$ cat src/rtl/ram_streamer_pkg.sv
// Shared types and constants for the ram_streamer playback engine.
package ram_streamer_pkg;

    typedef enum logic {
        ST_IDLE   = 1'b0,
        ST_STREAM = 1'b1
    } state_e;

    localparam logic MODE_ONESHOT = 1'b0;
    localparam logic MODE_LOOP    = 1'b1;

endpackage

$ cat src/rtl/ram_sp_array.sv
// Word array with one synchronous write port and one asynchronous read port.
module ram_sp_array #(
    parameter int unsigned DATA_W = 8,
    parameter int unsigned DEPTH  = 32
) (
    input  logic                       clock,
    input  logic                       wr_en,
    input  logic [$clog2(DEPTH)-1:0]   wr_addr,
    input  logic [DATA_W-1:0]          wr_data,
    input  logic [$clog2(DEPTH)-1:0]   rd_addr,
    output logic [DATA_W-1:0]          rd_data_c
);

    localparam int unsigned ADDR_W = $clog2(DEPTH);

    logic [DATA_W-1:0] mem [DEPTH];
    logic              wr_in_range_c;
    logic              rd_in_range_c;

    // Addresses past the last word exist only when DEPTH is not a power of two.
    assign wr_in_range_c = ({1'b0, wr_addr} < (ADDR_W + 1)'(DEPTH));
    assign rd_in_range_c = ({1'b0, rd_addr} < (ADDR_W + 1)'(DEPTH));

    always_ff @(posedge clock) begin
        if (wr_en && wr_in_range_c) begin
            mem[wr_addr] <= wr_data;
        end
    end

    assign rd_data_c = rd_in_range_c ? mem[rd_addr] : '0;

endmodule

$ cat src/rtl/ram_streamer.sv
// Memory with a host write port and a valid/ready playback engine over a
// programmable, wrapping window; one-shot or looped, with stall and abort.
module ram_streamer
    import ram_streamer_pkg::*;
#(
    parameter int unsigned DATA_W = 8,
    parameter int unsigned DEPTH  = 32,
    parameter int unsigned ADDR_W = $clog2(DEPTH)
) (
    input  logic              clock,
    input  logic              reset_n,
    input  logic              wr_en,
    input  logic [ADDR_W-1:0] wr_addr,
    input  logic [DATA_W-1:0] wr_data,
    input  logic              start,
    input  logic [ADDR_W-1:0] base_addr,
    input  logic [ADDR_W:0]   length,
    input  logic              loop_mode,
    input  logic              abort,
    input  logic              out_ready,
    output logic              out_valid,
    output logic [DATA_W-1:0] ram_out,
    output logic              out_last,
    output logic              busy
);

    localparam int unsigned LEN_W = ADDR_W + 1;

    state_e            state_q, state_d;
    logic [ADDR_W-1:0] ptr_q, ptr_d;
    logic [ADDR_W-1:0] base_q, base_d;
    logic [LEN_W-1:0]  len_q, len_d;
    logic [LEN_W-1:0]  rem_q, rem_d;
    logic              loop_q, loop_d;
    logic [DATA_W-1:0] ram_out_d;
    logic              valid_d, last_d, busy_d;

    logic [ADDR_W-1:0] rd_addr_c;
    logic [DATA_W-1:0] rd_data_c;
    logic              start_ok_c;
    logic              xfer_c;

    function automatic logic [ADDR_W-1:0] ptr_inc(input logic [ADDR_W-1:0] p);
        if (32'(p) >= DEPTH - 1) begin
            return '0;
        end
        return p + ADDR_W'(1);
    endfunction

    ram_sp_array #(
        .DATA_W (DATA_W),
        .DEPTH  (DEPTH)
    ) u_array (
        .clock     (clock),
        .wr_en     (wr_en),
        .wr_addr   (wr_addr),
        .wr_data   (wr_data),
        .rd_addr   (rd_addr_c),
        .rd_data_c (rd_data_c)
    );

    assign start_ok_c = start && (length != '0) && (32'(length) <= DEPTH);
    assign xfer_c     = out_valid && out_ready;

    // Single read port: window base when starting or restarting a pass, else the running pointer.
    always_comb begin
        rd_addr_c = ptr_q;
        if (state_q == ST_IDLE) begin
            rd_addr_c = base_addr;
        end else if (rem_q == '0) begin
            rd_addr_c = base_q;
        end
    end

    always_comb begin
        state_d   = state_q;
        ptr_d     = ptr_q;
        base_d    = base_q;
        len_d     = len_q;
        rem_d     = rem_q;
        loop_d    = loop_q;
        ram_out_d = ram_out;
        valid_d   = out_valid;
        last_d    = out_last;

        case (state_q)
            ST_IDLE: begin
                if (start_ok_c) begin
                    base_d    = base_addr;
                    len_d     = length;
                    loop_d    = loop_mode;
                    ram_out_d = rd_data_c;
                    valid_d   = 1'b1;
                    last_d    = (length == LEN_W'(1));
                    ptr_d     = ptr_inc(base_addr);
                    rem_d     = length - LEN_W'(1);
                    state_d   = ST_STREAM;
                end
            end
            ST_STREAM: begin
                if (xfer_c) begin
                    if (rem_q != '0) begin
                        ram_out_d = rd_data_c;
                        ptr_d     = ptr_inc(ptr_q);
                        rem_d     = rem_q - LEN_W'(1);
                        last_d    = (rem_q == LEN_W'(1));
                    end else if (loop_q == MODE_LOOP) begin
                        ram_out_d = rd_data_c;
                        ptr_d     = ptr_inc(base_q);
                        rem_d     = len_q - LEN_W'(1);
                        last_d    = (len_q == LEN_W'(1));
                    end else begin
                        valid_d = 1'b0;
                        last_d  = 1'b0;
                        state_d = ST_IDLE;
                    end
                end
                // Abort wins over a loop restart; a coincident transfer is still consumed.
                if (abort) begin
                    valid_d = 1'b0;
                    last_d  = 1'b0;
                    state_d = ST_IDLE;
                end
            end
            default: begin
                valid_d = 1'b0;
                last_d  = 1'b0;
                state_d = ST_IDLE;
            end
        endcase

        busy_d = (state_d == ST_STREAM);
    end

    always_ff @(posedge clock or negedge reset_n) begin
        if (!reset_n) begin
            state_q   <= ST_IDLE;
            ptr_q     <= '0;
            base_q    <= '0;
            len_q     <= '0;
            rem_q     <= '0;
            loop_q    <= MODE_ONESHOT;
            ram_out   <= '0;
            out_valid <= 1'b0;
            out_last  <= 1'b0;
            busy      <= 1'b0;
        end else begin
            state_q   <= state_d;
            ptr_q     <= ptr_d;
            base_q    <= base_d;
            len_q     <= len_d;
            rem_q     <= rem_d;
            loop_q    <= loop_d;
            ram_out   <= ram_out_d;
            out_valid <= valid_d;
            out_last  <= last_d;
            busy      <= busy_d;
        end
    end

endmodule

$ cat config.mk
export PLATFORM = sky130hd
export DESIGN_NAME = ram_streamer
export DESIGN_NICKNAME = d
export VERILOG_FILES = /design/src/rtl/ram_streamer_pkg.sv /design/src/rtl/ram_sp_array.sv /design/src/rtl/ram_streamer.sv
export SDC_FILE = /design/constraint.sdc
export NUM_CORES = 1
export LEC_CHECK = 0
export CAP_MARGIN = 15
export CORE_MARGIN = 10
export CORE_UTILIZATION = 43
export DETAILED_ROUTE_END_ITERATION = 7
export GPL_ROUTABILITY_DRIVEN = 0
export PLACE_DENSITY = 0.71
export RECOVER_POWER = 25
export SLEW_MARGIN = 20
export SYNTH_ARGS = -nofsm -noshare
export SYNTH_HDL_FRONTEND = slang
export SYNTH_SLANG_ARGS = --single-unit
$ cat constraint.sdc
create_clock -name clock -period 3.5 [get_ports clock]
set_input_delay 0.7 -clock clock [delete_from_list [all_inputs] [get_ports clock]]
set_output_delay 0.7 -clock clock [all_outputs]
set_load 0.005 [all_outputs]
# Word level (Yosys, flattened, before mapping)

Memories as Yosys holds them, arrays and structs flattened.
Cells that the tools add are included.

Order comparisons: 4
Add/subtract/negate cells: 6
Bitwise gates (word level): 1
Muxes and demuxes: 55
Eq/ne operators: 9
Reductions and logical operators: 10

Operators with widths:

| kind                                                     | count |
|---|---|
| two-way mux 5 bit                                        | 12 |
| two-way mux 8 bit                                        | 4 |
| two-way mux 1 bit                                        | 29 |
| two-way mux 6 bit                                        | 4 |
| == test 6 x 1 -> 1 bit, second input constant            | 3 |
| subtractor 6 x 1 -> 6 bit, second input constant         | 3 |
| one-hot mux 8 bit (2 select lines)                       | 1 |
| adder 5 x 1 -> 5 bit, second input constant              | 3 |
| greater-or-equal comparator 5 bit, second input constant | 3 |
| one-hot mux 6 bit (2 select lines)                       | 1 |
| nonzero test 6 bit                                       | 2 |
| one-hot mux 5 bit (2 select lines)                       | 1 |
| <= comparator 6 bit, second input constant               | 1 |
| logical NOT 6 bit                                        | 1 |
| inequality test 3 bit, second input constant             | 2 |
| one-hot mux 1 bit (2 select lines)                       | 3 |
| AND reduction 2 bit                                      | 2 |
| AND reduction 4 bit                                      | 1 |
| logical AND 1 bit                                        | 3 |
| inequality test 3 x 1 -> 1 bit, second input constant    | 1 |
| inequality test 3 x 2 -> 1 bit, second input constant    | 1 |
| AND reduction 3 bit                                      | 1 |
| inequality test 2 x 1 -> 1 bit, second input constant    | 1 |
| inequality test 2 bit, second input constant             | 1 |
| NOT 1 bit                                                | 1 |

Output and inout bits: 11
Memories: 1
Bits in registers: 34
Word-level logic and storage cells: 95
Bits in writable memories: 256

Memories:

| name        | depth | width | rd ports | clocked after memory_dff | write ports | RTL line           | RTL |
|---|---|---|---|---|---|---|---|
| u_array.mem | 32    | 8     | 1        | 0                        | 1           | ram_sp_array.sv:16 | `logic [DATA_W-1:0] mem [DEPTH];` |

# Logic depth before layout (Yosys ltp)

Depth in word-level cells: 11
Depth in mapped cells: 12

# By module

From an unflattened synthesis, not the netlist that was laid out.

Cell total of the unflattened synthesis: 646
Area total of the unflattened synthesis: 12149.2 um2

Modules (own cells, without submodules):

| module       | times used | area each (um2) | cells an instance | sequential area each (um2) |
|---|---|---|---|---|
| ram_sp_array | 1          | 9893.2          | 409               | 7687.4 |
| ram_streamer | 1          | 2255.9          | 237               | 850.8 |

# Least setup slack after synthesis

OpenSTA, ideal clock, no wires.

Kind: input port to flip-flop
From: input length[0]
To: register rem_q[4]
Path slack: 0.871 ns
Stages: 10
Data arrival time: 2.546 ns
Library setup time: 0.082 ns
Buffers on the path: 3
Cells stage by stage: inv_1 > ha_1 > nor4b_1 > mux2i_1 > buf_2 > o21a_1 > clkbuf_1 > buf_2 > a21oi_1 > o22ai_1

Word-level cells in the longest chain between the ends: 5
Elaborated cells between the ends (all ways): 9
Those cells by class: 1 x add/sub; 1 x order compare; 1 x eq/ne; 2 x mux; 4 x reduce/logical

RTL lines:

| item                                                        | RTL line            | RTL |
|---|---|---|
| start, declared                                             | ram_streamer.sv:17  | `input logic [ADDR_W:0] length,` |
| branches (longest 5 deep; another with <= comparator 6 bit) | n/a                 |  |
| end signal, assigned                                        | ram_streamer.sv:152 | `rem_q <= rem_d;` |
| end, declared                                               | ram_streamer.sv:33  | `logic [LEN_W-1:0] rem_q, rem_d;` |

Parallel ways; which one is timed is not known. The select of a mux whose other input is x is not followed.
A chain may end at the register's enable or synchronous reset.

# Worst setup path in the final report

From: register rem_q[0]
To: register ram_out[4]

Word-level cells in the longest chain between the ends: 8
Elaborated cells between the ends (all ways): 12
Those cells by class: 1 x eq/ne; 7 x mux; 3 x reduce/logical; 1 x memory

RTL lines:

| item                               | RTL line            | RTL |
|---|---|---|
| logical NOT 6 bit                  | ram_streamer.sv:70  | `end else if (rem_q == '0) begin` |
| two-way mux 5 bit                  | ram_streamer.sv:70  |  |
| two-way mux 5 bit                  | ram_streamer.sv:68  | `if (state_q == ST_IDLE) begin` |
| memory (32 x 8 bit)                | n/a                 |  |
| two-way mux 8 bit                  | ram_streamer.sv:107 | `end else if (loop_q == MODE_LOOP) begin` |
| two-way mux 8 bit                  | ram_streamer.sv:102 | `if (rem_q != '0) begin` |
| two-way mux 8 bit                  | ram_streamer.sv:101 | `if (xfer_c) begin` |
| one-hot mux 8 bit (2 select lines) | ram_streamer.sv:86  | `case (state_q)` |
| end signal, assigned               | ram_streamer.sv:154 | `ram_out <= ram_out_d;` |
| end, declared                      | ram_streamer.sv:22  | `output logic [DATA_W-1:0] ram_out,` |

Several ways; a longest one is shown, not always the timed one. The select of a mux whose other input is x is not followed.

==> impl_metrics.toml <==
[cts]
htree_num_levels = 1
clk_latency_ns = 0.57
cts_tree = "done"
cts_num_sinks = 290
cts_inserted_buffers = 29
cts_resized = 0
postCtsSetupBuffers = 0
cts_root_buf = "clkbuf_16"
holdBufCountCts = 0
clkTransAtPathRegs_ns = 0.06
clock_path_buffers = 3

[worst_setup_path]
critical_path_arrival_ns = 3.66
r2r_slack_ns = 0.26
critPathKind = "register to register"
required_ns = 3.92
rr_endpoint = "ram_out[4]"
crit_fanout = 31
cp-start-kind = "register"
cp-startpoint = "rem_q[0]"
rr_worst_depth = 11
critPathCaptureType = "register"
reg2reg_from = "rem_q[0]"

[timing]
min_period_ns = 3.24
finalSetupTns_ns = 0
setup_viol = 0
maxSlewViolCount = 199
fin_worst_skew_ns = 0.0179
hold_viol = 0
fin_ws_ns = 0.262
period_share = 0.925
rsz0062_at_grt = "false"
hold_slack_ns = 0.561
slew_headroom = -0.347
max_freq_ghz = 0.309
worst_slew_pin_slew_ns = 2.02

[power_and_ir_drop]
power.share.sequential = 0.454
intPower_mw = 6.57
pwr-share-clk = 0.332
ir_drop_mv = 0.467
power_switching_mw = 2.58
p_leak_nw = 5.29
p_per_area_nw_per_um2 = 621
combPwrFrac = 0.215
switching_share = 0.282

[synthesis]
ys_seq_elements = 290
synth_fp_nets = 909
synthCells = 865
syn_area_um2 = 12700
yosys_warnings = 0
async_flop_share = 0.117
synth-edff-count = 256
ys_types = 57
ys_seq_area_frac = 0.674
avgSynthCellArea_um2 = 14.6
synthFlopType = "edfxtp_1"

[global_route]
grt_pass1_wl_mm = 44.9
grt_pass1_vias = 7751
antenna_found_initial = 0
grt_start_max_net_pins = 49
gr-usage-all-layers = 0.156
overflow = 0

[route]
dr.first_iter.drc_count = 679
vias_per_cell = 5.72
first_pass_iters = 5
wl_per_cell_um = 21.5
routed_wl_mm = 29.1
drtAntennaViolNets = 0
vias = 7743
route.detailed.drc = 0

[finish]
layout-drive-gt1-share = 0.127
fillCellCount = 2418
antenna_cells = 0
layout.nets = 994
syn_to_final_growth_pct = 16.2

[hold_path]
hp-class = "register to register"
hold_start = "rem_q[5]"
holdPathEnd = "rem_q[5]"
hold_depth = 2

[floorplanning]
io_pins = 42
die_width_um = 192
fp.dieH_um = 192
rows = 62
start_util = 0.439
dieArea_um2 = 36700
coreArea_um2 = 28900

[status]
status = "finished, violations left"
failed_checks = "max-capacitance violations, max-slew violations"

[placed_design]
hpwl_mm = 18.5
io_buffers = 41
pre_cts_ws_ns = 0.0121

[flow_run]
drv_cap = 7
metal layers:
| metal | track usage | part of all wire | up-vias |
|---|---|---|---|
| met2 | 0.249 | 0.46 | 333 |
| met4 | 0.0529 | 0.034 | 0 |
| met5 | 0 | 0 | - |
| met3 | 0.0365 | 0.077 | 61 |
| met1 | 0.206 | 0.43 | 3814 |
| li1 | - | - | 3535 |
registers in the layout (all words and copies together) (netlist names):
| register | count |
|---|---|
| state_q | 1 |
| ptr_q | 5 |
| u_array.mem | 256 |
| base_q | 5 |
| ram_out | 8 |
| out_valid | 1 |
| len_q | 6 |
| rem_q | 6 |
| loop_q | 1 |
| out_last | 1 |
logic make-up (layout without fill, tap and decap cells):
logic type	Yosys count	in the layout	share of synthesized area
simple gates	176	176	0.0677
xor+xnor	14	14	0.00968
compound gates	176	176	0.103
buf+inv	65	170	0.0281
flops	290	290	0.674
mux	131	131	0.105
fa+ha+maj	13	13	0.0128
power groups by stage:
| stage | registers, mW | logic [mW] | clock network [mW] |
|---|---|---|---|
| after CTS | 4.14 | 1.97 | 3.08 |
| after global placement | 4.20 | 1.93 | 0 |
| after floorplan | 4.13 | 1.29 | 0 |
| final | 4.15 | 1.96 | 3.03 |
| after detailed placement | 4.20 | 1.95 | 0 |
| after global routing | 4.17 | 2.13 | 3.23 |
metrics by stage:
stage | area, um2 | instances | power [mW] | utilization
finish | 14700 | 1354 | 9.14 | 0.510
global route | 14700 | 1354 | 9.52 | 0.510
CTS | 14700 | 1354 | 9.18 | 0.511
detailed placement | 13800 | 1303 | 6.15 | 0.479
global placement | 13800 | 1303 | 6.13 | 0.479
floorplan | 12700 | 865 | 5.42 | -
cell usage in the layout, fill, tap and decap left out, types with 9 or more instances in the layout:
| cell type | n |
|---|---|
| inv_1 | 19 |
| nand3_1 | 11 |
| ha_1 | 13 |
| a21oi_1 | 31 |
| buf_4 | 45 |
| xor2_1 | 9 |
| clkdlybuf4s50_1 | 34 |
| a22o_1 | 10 |
| clkbuf_16 | 29 |
| clkbuf_1 | 16 |
| o21ai_0 | 18 |
| mux2_2 | 17 |
| edfxtp_1 | 256 |
| a221oi_1 | 27 |
| dfrtp_1 | 34 |
| o211ai_1 | 35 |
| nand2_1 | 47 |
| and2_1 | 16 |
| a311oi_1 | 11 |
| mux2i_1 | 114 |
| nor2_1 | 60 |
area by class of cell:
class,count,area (um2),share of cell area
clock buffers,39,773,0.0525
clock inverters,12,151,0.0103
inverters,19,71.3,0.00484
multi-input cells,510,3780,0.257
flip-flops and latches,290,8540,0.580
well taps,384,480,0.0326
repair buffers,100,925,0.0628
worst max-delay path, cell delays in order (launching register included):
cell and delay, ns:
dfrtp_1 0.42, inv_1 0.11, ha_1 0.27, nor3b_4 0.41, a21boi_2 0.15, o21ai_4 0.37, buf_12 0.28, buf_4 0.21
mux2i_1 0.19, mux2i_1 0.15, a221oi_1 0.35, o211ai_1 0.14
how the worst max path moves through the flow:
stage | cells past startpoint | slack, ns | end
3_5_place_dp | 10 | 0.01 | ram_out[2]
6_report | 11 | 0.26 | ram_out[4]
3_3_place_gp | 10 | 0.17 | ram_out[3]
4_1_cts | 11 | 0.29 | ram_out[4]
2_1_floorplan | 10 | 0.87 | rem_q[4]
5_1_grt | 11 | 0.07 | ram_out[4]
Yosys cell counts (3+ instances only):
cell type,n,area (um2)
or3b_2,3,26.3
a31oi_1,3,18.8
buf_6,8,90.1
o211ai_1,35,263
a22o_1,10,87.6
a221oi_1,27,236
clkbuf_1,16,60.1
nand3_1,11,55.1
a311oi_1,11,96.3
o21ai_1,6,30.0
buf_4,6,45.0
o221ai_1,8,70.1
mux2_2,17,191
nor2_1,60,225
nor4b_1,3,26.3
ha_1,13,163
and3_1,6,37.5
inv_1,19,71.3
nor3_1,8,40.0
and2_1,16,100
or3_1,3,18.8
xor2_1,9,78.8
o211a_1,8,80.1
nand3b_1,6,45.0
buf_2,12,60.1
o21ai_0,18,90.1
mux2i_1,114,1140
nand2_1,47,176
a21oi_1,31,155
o22ai_1,6,37.5
dfrtp_1,34,851
xnor2_1,5,43.8
edfxtp_1,256,7690
Note: power is estimated with default switching activity, not from simulation.
